<file path="config.mk">
export PLATFORM = sky130hd
export DESIGN_NAME = sram_port_arbiter
export DESIGN_NICKNAME = d
export VERILOG_FILES = /design/src/rtl/sram_arb_pkg.sv /design/src/rtl/sram_arb_grant.sv /design/src/rtl/sram_port_arbiter.sv
export SDC_FILE = /design/constraint.sdc
export NUM_CORES = 1
export LEC_CHECK = 0
export ABC_CLOCK_PERIOD_IN_PS = 4450
export CAP_MARGIN = 20
export CORE_MARGIN = 10
export CORE_UTILIZATION = 41
export DETAILED_ROUTE_END_ITERATION = 10
export GPL_ROUTABILITY_DRIVEN = 0
export PLACE_DENSITY = 0.76
export RECOVER_POWER = 25
export SLEW_MARGIN = 10
export SYNTH_ARGS = -nofsm -noshare
export SYNTH_HDL_FRONTEND = slang
export SYNTH_SLANG_ARGS = --single-unit
</file>
<file path="constraint.sdc">
create_clock -name clk -period 4.45 [get_ports clk]
set_input_delay 0.445 -clock clk [delete_from_list [all_inputs] [get_ports clk]]
set_output_delay 0.445 -clock clk [all_outputs]
set_load 0.005 [all_outputs]
</file>
<file path="src/rtl/sram_arb_pkg.sv">
// Shared types and constants for the SRAM port arbiter.
// The optional round-robin grant is enabled with the SRAM_ARB_RR_EN macro.
package sram_arb_pkg;

    typedef enum logic [1:0] {
        ST_IDLE   = 2'd0,
        ST_SETUP  = 2'd1,
        ST_ACCESS = 2'd2,
        ST_DONE   = 2'd3
    } arb_state_t;

    localparam logic PORT_IF  = 1'b0;
    localparam logic PORT_MEM = 1'b1;

    localparam int SRAM_DATA_W = 32;
    localparam int SRAM_BE_W   = 4;

    // Reads enable every byte lane; writes enable only the selected lanes.
    function automatic logic [SRAM_BE_W-1:0] pad_be_n(input logic we,
                                                      input logic [SRAM_BE_W-1:0] sel);
        return we ? ~sel : {SRAM_BE_W{1'b0}};
    endfunction

endpackage

</file>
<file path="src/rtl/sram_arb_grant.sv">
// Requester selection for the SRAM arbiter: data port first by default,
// alternating on contention when SRAM_ARB_RR_EN is defined.
module sram_arb_grant
    import sram_arb_pkg::*;
(
`ifdef SRAM_ARB_RR_EN
    input  logic clk,
    input  logic rst,
    input  logic take,
`endif
    input  logic if_req,
    input  logic mem_req,
    input  logic mask_en,
    input  logic mask_port,
    output logic grant_valid,
    output logic grant_port
);

    logic if_elig;
    logic mem_elig;

    // The port being acknowledged still holds its request, so it is hidden.
    always_comb begin
        if_elig  = if_req  & ~(mask_en & (mask_port == PORT_IF));
        mem_elig = mem_req & ~(mask_en & (mask_port == PORT_MEM));
    end

`ifdef SRAM_ARB_RR_EN
    logic ptr;

    // Pointer moves to the port that was not just granted.
    always_ff @(posedge clk or posedge rst) begin
        if (rst) begin
            ptr <= PORT_MEM;
        end else if (take) begin
            ptr <= ~grant_port;
        end
    end

    // A lone requester wins outright; the pointer only breaks ties.
    always_comb begin
        grant_valid = if_elig | mem_elig;
        if (if_elig && mem_elig) begin
            grant_port = ptr;
        end else if (mem_elig) begin
            grant_port = PORT_MEM;
        end else begin
            grant_port = PORT_IF;
        end
    end
`else
    // Fixed priority, data port first.
    always_comb begin
        grant_valid = if_elig | mem_elig;
        if (mem_elig) begin
            grant_port = PORT_MEM;
        end else begin
            grant_port = PORT_IF;
        end
    end
`endif

endmodule

</file>
<file path="src/rtl/sram_port_arbiter.sv">
// Shares one asynchronous SRAM bank between the instruction and data ports.
// Define SRAM_ARB_RR_EN for alternating grants on contention.
module sram_port_arbiter
    import sram_arb_pkg::*;
#(
    parameter int WAIT_CYCLES = 2,
    parameter int ADDR_W      = 20
) (
    input  logic                   clk,
    input  logic                   rst,
    input  logic                   if_req,
    input  logic [31:0]            if_addr,
    output logic                   if_ack,
    output logic [SRAM_DATA_W-1:0] if_rdata,
    input  logic                   mem_req,
    input  logic                   mem_we,
    input  logic [31:0]            mem_addr,
    input  logic [SRAM_DATA_W-1:0] mem_wdata,
    input  logic [SRAM_BE_W-1:0]   mem_sel,
    output logic                   mem_ack,
    output logic [SRAM_DATA_W-1:0] mem_rdata,
    output logic [ADDR_W-1:0]      sram_addr,
    input  logic [SRAM_DATA_W-1:0] sram_data_i,
    output logic [SRAM_DATA_W-1:0] sram_data_o,
    output logic                   sram_data_oe,
    output logic [SRAM_BE_W-1:0]   sram_be_n,
    output logic                   sram_ce_n,
    output logic                   sram_oe_n,
    output logic                   sram_we_n
);

    localparam logic [3:0] WAIT_LAST = 4'(WAIT_CYCLES - 1);

    arb_state_t           state;
    arb_state_t           state_nxt;
    logic [3:0]           wait_cnt;
    logic [3:0]           wait_cnt_nxt;
    logic                 cur_port;
    logic                 cur_we;
    logic [SRAM_BE_W-1:0] cur_sel;
    logic                 grant_valid;
    logic                 grant_port;
    logic                 take;
    logic                 mask_en;
    logic                 grant_we;
    logic [SRAM_BE_W-1:0] grant_sel;
    logic [ADDR_W-1:0]    grant_addr;
    logic                 eff_we;
    logic [SRAM_BE_W-1:0] eff_sel;
    logic                 active_nxt;
    logic                 capture;
    logic                 unused_addr_bits;

    // Only the word-address bits reach the pads; the rest wrap silently.
    assign unused_addr_bits = ^{if_addr[31:ADDR_W+2], if_addr[1:0],
                                mem_addr[31:ADDR_W+2], mem_addr[1:0]};

    sram_arb_grant u_grant (
`ifdef SRAM_ARB_RR_EN
        .clk         (clk),
        .rst         (rst),
        .take        (take),
`endif
        .if_req      (if_req),
        .mem_req     (mem_req),
        .mask_en     (mask_en),
        .mask_port   (cur_port),
        .grant_valid (grant_valid),
        .grant_port  (grant_port)
    );

    // Next-state logic; a grant is taken only from IDLE or DONE.
    always_comb begin
        state_nxt    = state;
        wait_cnt_nxt = wait_cnt;
        take         = 1'b0;
        mask_en      = (state == ST_DONE);
        case (state)
            ST_IDLE: begin
                if (grant_valid) begin
                    state_nxt = ST_SETUP;
                    take      = 1'b1;
                end else begin
                    state_nxt = ST_IDLE;
                end
            end
            ST_SETUP: begin
                state_nxt    = ST_ACCESS;
                wait_cnt_nxt = 4'd0;
            end
            ST_ACCESS: begin
                if (wait_cnt == WAIT_LAST) begin
                    state_nxt = ST_DONE;
                end else begin
                    wait_cnt_nxt = wait_cnt + 4'd1;
                end
            end
            ST_DONE: begin
                if (grant_valid) begin
                    state_nxt = ST_SETUP;
                    take      = 1'b1;
                end else begin
                    state_nxt = ST_IDLE;
                end
            end
            default: begin
                state_nxt = ST_IDLE;
            end
        endcase
    end

    // Granted request fields, and the attributes the pads will see next cycle.
    always_comb begin
        if (grant_port == PORT_MEM) begin
            grant_we   = mem_we;
            grant_sel  = mem_sel;
            grant_addr = mem_addr[ADDR_W+1:2];
        end else begin
            grant_we   = 1'b0;
            grant_sel  = {SRAM_BE_W{1'b1}};
            grant_addr = if_addr[ADDR_W+1:2];
        end
        if (take) begin
            eff_we  = grant_we;
            eff_sel = grant_sel;
        end else begin
            eff_we  = cur_we;
            eff_sel = cur_sel;
        end
        active_nxt = (state_nxt == ST_SETUP) || (state_nxt == ST_ACCESS);
        capture    = (state == ST_ACCESS) && (state_nxt == ST_DONE) && !cur_we;
    end

    // FSM state and the latched transaction attributes.
    always_ff @(posedge clk or posedge rst) begin
        if (rst) begin
            state    <= ST_IDLE;
            wait_cnt <= 4'd0;
            cur_port <= PORT_MEM;
            cur_we   <= 1'b0;
            cur_sel  <= {SRAM_BE_W{1'b0}};
        end else begin
            state    <= state_nxt;
            wait_cnt <= wait_cnt_nxt;
            if (take) begin
                cur_port <= grant_port;
                cur_we   <= grant_we;
                cur_sel  <= grant_sel;
            end
        end
    end

    // Pad strobes, acks and read data, all registered from next-state values.
    always_ff @(posedge clk or posedge rst) begin
        if (rst) begin
            sram_ce_n    <= 1'b1;
            sram_oe_n    <= 1'b1;
            sram_we_n    <= 1'b1;
            sram_be_n    <= {SRAM_BE_W{1'b0}};
            sram_data_oe <= 1'b0;
            sram_addr    <= {ADDR_W{1'b0}};
            sram_data_o  <= {SRAM_DATA_W{1'b0}};
            if_ack       <= 1'b0;
            mem_ack      <= 1'b0;
            if_rdata     <= {SRAM_DATA_W{1'b0}};
            mem_rdata    <= {SRAM_DATA_W{1'b0}};
        end else begin
            sram_ce_n    <= ~active_nxt;
            sram_oe_n    <= ~(active_nxt & ~eff_we);
            sram_we_n    <= ~((state_nxt == ST_ACCESS) & eff_we);
            sram_data_oe <= active_nxt & eff_we;
            sram_be_n    <= active_nxt ? pad_be_n(eff_we, eff_sel) : {SRAM_BE_W{1'b0}};
            if (take) begin
                sram_addr <= grant_addr;
            end
            if (take && grant_we) begin
                sram_data_o <= mem_wdata;
            end
            if_ack  <= (state_nxt == ST_DONE) && (cur_port == PORT_IF);
            mem_ack <= (state_nxt == ST_DONE) && (cur_port == PORT_MEM);
            if (capture && (cur_port == PORT_IF)) begin
                if_rdata <= sram_data_i;
            end
            if (capture && (cur_port == PORT_MEM)) begin
                mem_rdata <= sram_data_i;
            end
        end
    end

endmodule
</file>
==> results of run 1 <==
## cells in the mapped netlist
| library cell | n |
|---|---|
| and2_1 | 1 |
| nor3b_1 | 1 |
| a21oi_1 | 2 |
| o221ai_2 | 1 |
| a21boi_4 | 1 |
| inv_2 | 2 |
| and3_1 | 1 |
| inv_1 | 5 |
| a21o_1 | 1 |
| buf_12 | 3 |
| mux2i_1 | 21 |
| o22ai_1 | 1 |
| o221a_2 | 1 |
| mux2_4 | 30 |
| xnor2_1 | 1 |
| nor2_1 | 4 |
| nand3_1 | 2 |
| nor3_2 | 1 |
| nand2_1 | 29 |
| o21ai_0 | 3 |
| o22a_1 | 4 |
| buf_2 | 7 |
| nor3_1 | 4 |
| dfstp_2 | 4 |
| a21oi_2 | 1 |
| ha_1 | 7 |
| clkbuf_1 | 3 |
| nand2b_1 | 4 |
| nand4_1 | 1 |
| dfrtp_1 | 134 |
| nor2b_1 | 2 |
| o21ai_1 | 21 |
| buf_4 | 4 |
| mux2_1 | 66 |
| buf_6 | 1 |
## registers in the layout, summed over array words and instances, names as in the netlist
name	cells
if_rdata	32
if_ack	1
sram_data_o	32
cur_we	1
mem_rdata	32
sram_be_n	4
wait_cnt	4
cur_port	1
sram_oe_n	1
sram_data_oe	1
cur_sel	4
sram_we_n	1
sram_ce_n	1
mem_ack	1
sram_addr	20
state	2
## logic make-up (layout without fill, tap and decap cells)
logic type                 after synthesis  count (layout)  share of synthesized area
and+or+nand+nor                         50              50                     0.0407
adders and majority gates                7               7                     0.0157
DFF                                    138             138                      0.618
muxes                                  117             117                      0.251
buffers and inverters                   25             283                     0.0311
AOI/OAI and AO/OA                       36              36                     0.0416
xor gates and xnor gates                 1               1                    0.00157
## power by group
part           total, mW  internal (mW)  switching (mW)
clock               1.30          0.807           0.494
sequential          2.21           1.88           0.327
combinational       2.67           1.67            1.00
total               6.18           4.35            1.82
## per-layer routing
metal | global-route usage | up-vias
met5 | 0 | -
li1 | - | 1794
met3 | 0.0773 | 20
met4 | 0.0591 | 0
met1 | 0.178 | 1852
met2 | 0.260 | 163
## cell type report
class / count / area (um2)
Clock inverter: 8 / 68.8
Clock buffer: 24 / 482
Inverter: 7 / 31.3
Sequential cell: 138 / 3460
Fill cell: 1007 / 4620
Multi-Input combinational cell: 211 / 1980
Tap cell: 176 / 220
Timing Repair Buffer: 244 / 2440
## worst max-delay path by stage
stage	to	slack, ps	cells after the start
6_report	if_rdata[23]$_DFFE_PP0P_	1380	11
5_1_grt	if_rdata[26]$_DFFE_PP0P_	1170	11
4_1_cts	if_rdata[12]$_DFFE_PP0P_	1340	11
3_5_place_dp	if_rdata[12]$_DFFE_PP0P_	1350	11
3_3_place_gp	if_rdata[26]$_DFFE_PP0P_	1400	10
2_1_floorplan	cur_sel[0]$_DFF_PP0_	320	1
## cell usage in the layout (no fill, tap or decap), types with 2 or more instances in the layout
cell type and count:
nor2_1 4, dfstp_2 4, inv_1 4, clkdlybuf4s50_1 237
clkbuf_1 5, mux2i_1 21, o22a_1 4, a21oi_1 2
clkinv_2 6, nand2_1 29, mux2_1 66, mux2_4 30
nor3_1 4, o21ai_0 3, nand2b_1 4, nor2b_1 2
buf_4 4, clkbuf_16 17, dfrtp_1 134, inv_2 2
ha_1 7, clkbuf_8 3, nand3_1 2, o21ai_1 21
## tightest hold or removal path, cell delays in order, from the launching register on
cell,delay (ps)
dfrtp_1,340
nand2_1,50
o21ai_1,60
## per-stage QoR
stage          cells  worst slack, ps
3_5_place_dp     776             1350
3_3_place_gp     776             1400
5_1_grt          808             1170
6_report         808             1380
2_1_floorplan    374              315
4_1_cts          808             1340
==> metrics.md, run 1 <==
| Metric | Value |
|---|---|
| Status | completed |
| Die Footprint | 0.0187 mm2 |
| Crit-path max FO | 23 |
| Worst Max-Slew Pin Slew | 1250 ps |
| Clock tree buffer depth | 2 |
| Crit path launch | wait_cnt[1]$_DFFE_PP0P_ |
| Post-DP HPWL | 11600 um |
| Highest metal used | met4 |
| Clk_lat worst skew | 410 ps |
| DR WL met2 | roughly 7300 um |
| Vias per std cell | 4.74 |
| # rows | 42 |
| Root Buffer | clkbuf_16 |
| Worst path cell trace | inv_1 -> ha_1 -> nor3b_1 -> o21ai_0 -> a21o_1 -> inv_2 -> ha_1 -> nand2_1 -> nor3_4 -> buf_12 -> mux2_1 |
| Synth top area share | 0.600 |
| Unrepaired setup endpoints after global routing | no |
| Reg-to-Reg End | if_rdata[23]$_DFFE_PP0P_ |
| Routed vias | between 3000 and 4000 |
| Clock skew | 7.93 ps |
| Post-route ant nets | 0 |
| Metal-1 WL | 5720 um |
| Total grt overflow | 0 |
| Hold Vio Cnt, Final | 0 |
| Max VDD drop | 308 uV |
| Seq/Total Area, Yosys | 0.618 |
| Pwr Total | between 6 and 7 mW |
| Antenna violations before repair | 0 |
| Clk slew on worst S/H paths | 60 ps |
| Hold slack | approximately 480 ps |
| Port bufs | 238 |
| Layout cells sized above 1 | 0.120 |
| WHS Path Cells | 2 |
| Core region area | 0.0133 mm2 |
| Total negative slack | 0 ps |
| Minimum clock period | about 3100 ps |
| Final setup violating endpoints | 0 |
| Crit Path Class | flop to flop |
| Iter 0 DRT Violations | between 150 and 200 |
| Vias in the first global route | 4216 |
| Die Y-Extent | 137 um |
| Netlist cell types | 35 |
| Synthesis-to-layout area growth | 55.1% |
| Most frequent cell on the critical path | ha_1 |
| Top delay family on crit path | simple AND/OR/NAND/NOR gates |
| Hold Path End | sram_addr[11]$_DFFE_PP0N_ |
| Synth Instances | 374 |
| Critical Path RT | 4740 ps |
| DRT Pass-1 Iters | 4 |
| Io pins | 263 |
| Synthesized cell area | 0.00559 mm2 |
| Met3 wire length | 1680 um |
| Pin count of the biggest net entering global routing | 88 |
| Static Leak | between 3 and 4 nW |
| Fin util | 0.653 |
| Starting density of the core | 0.421 |
| Fin nets | ~760 |
| Cell Pwr Density | approximately 710 mW/mm2 |
| CTS tree | built |
| Post-Route WL | 14900 um |
| Post-CTS Setup Inserts | 0 |
| Htree depth | 4 |
| # Max-Cap Violations | 0 |
| Num CTS Buffers | 17 |
| FF-to-FF Start | wait_cnt[1]$_DFFE_PP0P_ |
| Startpoint types | flop |
| First-pass GRT wire length | 23300 um |
| Max stage delay cell, worst path | nor3_4 |
| Total GRT Usage | 0.159 |
| Worst EP arrival | around 3400 ps |
| Die W | 137 um |
| Fmax | 326 MHz |
| Seq cells post-synth | ~140 |
| Syn_nets | between 500 and 600 |
| HP Class | flop to flop |
| Hold_sp | sram_addr[11]$_DFFE_PP0N_ |
| Ranking of synthesized cells by area | dfrtp_1, mux2_1, mux2_4, mux2i_1, nand2_1 |
| Reg2Reg Depth | 11 |
| CTS Hold Bufs | 0 |
| Setup crit end kind | flop |
| Final period util | 0.690 |
| Synthesis Warnings | 0 |
| WL per Instance | 18.5 um |
| Area after DPL | slightly above 0.008 mm2 |
| Clk sinks | ~140 |
| Critical path buffers and inverters | 3 |
| Post-route DRC violation count | 0 |
| Crit-path max cell delay | 520 ps |
| Post-cts resize count | 0 |
| Post-synth top area cell | dfrtp_1 |
| Final Instance Area | 0.00868 mm2 |
| ANT cells | 0 |
| R2R Setup Slk | 1380 ps |
| Syn avg cell area | 15.0 um2 |
| Slew Limit Fails | 0 |
| Worst slew margin | 0.166 |
(Power assumes the default switching activity.)
==> run 2, diff against run 1 <==
- ABC_CLOCK_PERIOD_IN_PS: 4450 -> 2950
- clock period: 4.45 -> 2.95 ns (I/O delays scaled with it)
==> metrics.md, run 2 (same netlist as run 1, synthesis figures left out) <==
| Metric | Value |
|---|---|
| Die W | 137 um (unchanged) |
| Minimum clock period | 2560 ps (-511 ps) |
| Status | completed |
| Worst EP arrival | 2840 ps (-520 ps) |
| Total grt overflow | 0 (unchanged) |
| DRT Pass-1 Iters | 4 (unchanged) |
| Slew Limit Fails | 0 (unchanged) |
| Crit-path max cell delay | 450 ps (-70 ps) |
| Post-route DRC violation count | 0 (unchanged) |
| Post-route ant nets | 0 (unchanged) |
| Reg-to-Reg End | mem_rdata[24]$_DFFE_PP0P_ |
| ANT cells | 0 (unchanged) |
| Clk sinks | 138 (unchanged) |
| Final period util | 0.867 (+0.178) |
| Cell Pwr Density | 1110 mW/mm2 (+56%) |
| Fill count | 971 (-3.6%) |
| WL per Instance | 18.9 um (+2.5%) |
| Max VDD drop | 549 uV (+79%) |
| CTS tree | built |
| Clk_lat worst skew | 410 ps (about the same) |
| Vias per std cell | 4.79 (+1.1%) |
| Fin nets | 765 (+0.26%) |
| Die Y-Extent | 137 um (unchanged) |
| Hold slack | 481 ps (+1.89 ps) |
| Die Footprint | 0.0187 mm2 (unchanged) |
| Total GRT Usage | 0.163 (+0.00327) |
| Total negative slack | 0 ps (unchanged) |
| Pin count of the biggest net entering global routing | 71 (-19%) |
| Port bufs | 238 (unchanged) |
| Io pins | 263 (unchanged) |
| Clk slew on worst S/H paths | 60 ps (about the same) |
| Crit-path max FO | 17 (-26%) |
| Routed vias | 3879 (+1.3%) |
| Worst slew margin | 0.182 (+0.0156) |
| Post-Route WL | 15300 um (+2.7%) |
| Vias in the first global route | 4230 (+0.33%) |
| # rows | 42 (unchanged) |
| Final setup violating endpoints | 0 (unchanged) |
| Clock tree buffer depth | 2 (unchanged) |
| Startpoint types | flop |
| First-pass GRT wire length | 23700 um (+1.9%) |
| Root Buffer | clkbuf_16 |
| Most frequent cells in the layout | clkdlybuf4s50_1, dfrtp_1, mux2_1, mux2_4, nand2_1 |
| Fmax | 391 MHz (+20%) |
| Reg2Reg Depth | 11 (unchanged) |
| Unrepaired setup endpoints after global routing | no |
| Largest regs | if_rdata x32, mem_rdata x32, sram_data_o x32 |
| Post-CTS Setup Inserts | 0 (unchanged) |
| Iter 0 DRT Violations | 133 (-27%) |
| Worst path cell trace | ha_1 -> nor3b_2 -> o21ai_0 -> a21o_1 -> inv_2 -> ha_1 -> nand2_1 -> nor2_1 -> nand2_1 -> buf_4 -> mux2_1 |
| Layout cells sized above 1 | 0.131 (+0.0107) |
| Critical Path RT | 3230 ps (-1510 ps) |
| Post-DP HPWL | 11800 um (+1.1%) |
| Worst Max-Slew Pin Slew | 1220 ps (-30.1 ps) |
| # Max-Cap Violations | 0 (unchanged) |
| Setup crit end kind | flop |
| Starting density of the core | 0.421 (unchanged) |
| Pwr Total | 9.80 mW (+59%) |
| Clock skew | 4.84 ps (-3.09 ps) |
| HP Class | flop to flop |
| Core region area | 0.0133 mm2 (unchanged) |
| Fin util | 0.665 (+0.0123) |
| Crit path launch | wait_cnt[0]$_DFFE_PP0P_ |
| Critical Path End | mem_rdata[24]$_DFFE_PP0P_ |
| Antenna violations before repair | 0 (unchanged) |
| Max stage delay cell, worst path | dfrtp_1 |
| Crit Path Class | flop to flop |
| Most common cell after layout, fill and taps aside | clkdlybuf4s50_1 |
| FF-to-FF Start | wait_cnt[0]$_DFFE_PP0P_ |
| Hold Vio Cnt, Final | 0 (unchanged) |
| Num CTS Buffers | 17 (unchanged) |
| Htree depth | 4 (unchanged) |
| Synthesis-to-layout area growth | 58.1% |
| R2R Setup Slk | 390 ps (-990 ps) |
| Static Leak | 3.84 nW (+1.8%) |
==> run 2: changes by cell type in the layout (fill, tap and decap cells not counted), sizes merged <==
| cell | previous run | this run |
|---|---|---|
| bufinv | 1 | 6 |
| clkinvlp | 0 | 3 |
| buf | 5 | 6 |
| clkinv | 7 | 2 |
| clkbuf | 25 | 23 |
==> run 2: timing repair <==
item,4_1_cts,5_1_grt
resized for setup,0,1
setup endpoints to repair,0,39
hold buffers,0,0
==> run 2: critical path, delay by kind of cell (launching register included) <==
| kind | cells | cell delay (ps) |
|---|---|---|
| AO/OA/AOI/OAI | 2 | 330 |
| adder cells (fa/ha/maj) | 2 | 460 |
| buffers and inverters | 2 | 320 |
| flip-flops | 1 | 450 |
| multiplexers | 1 | 370 |
| AND/OR/NAND/NOR | 4 | 480 |
==> run 2: stage by stage <==
stage	std cells	area, um2	setup slack (ps)
finish	810	8840	392
global route	810	8840	145
CTS	810	8860	244
detailed placement	778	8180	269
global placement	778	8180	335
floorplan	374	5600	545
==> run 2: layout make-up <==
| cell class | count | area (um2) | share of cell area |
|---|---|---|---|
| Multi-Input combinational cell | 211 | 1980 | 0.224 |
| Clock buffer | 21 | 470 | 0.0532 |
| Sequential cell | 138 | 3460 | 0.391 |
| Timing Repair Buffer | 246 | 2460 | 0.279 |
| Tap cell | 176 | 220 | 0.0249 |
| Inverter | 7 | 27.5 | 0.00311 |
| Clock inverter | 11 | 214 | 0.0242 |
==> run 2: power by group <==
part	switching, mW	internal [mW]
Combinational	1.50	2.52
Sequential	0.501	2.83
Clock	0.780	1.65
Total	2.79	7.01
==> run 2: worst min path at each step <==
stage	end	slack, ps	startpoint	cells past startpoint
2_1_floorplan	mem_rdata[0]$_DFFE_PP0P_	430	sram_data_i[0]	1
3_3_place_gp	if_rdata[13]$_DFFE_PP0P_	470	if_rdata[13]$_DFFE_PP0P_	1
3_5_place_dp	if_rdata[23]$_DFFE_PP0P_	480	if_rdata[23]$_DFFE_PP0P_	1
4_1_cts	sram_data_o[26]$_DFFE_PP0P_	330	rst	2
5_1_grt	sram_data_o[28]$_DFFE_PP0P_	480	mem_wdata[28]	2
6_report	if_rdata[23]$_DFFE_PP0P_	480	if_rdata[23]$_DFFE_PP0P_	1
==> run 2: routing by layer <==
metal,routed length (um),GRT usage
met5,0,0
met4,235,0.0562
met3,1690,0.0795
met2,7650,0.268
met1,5750,0.180
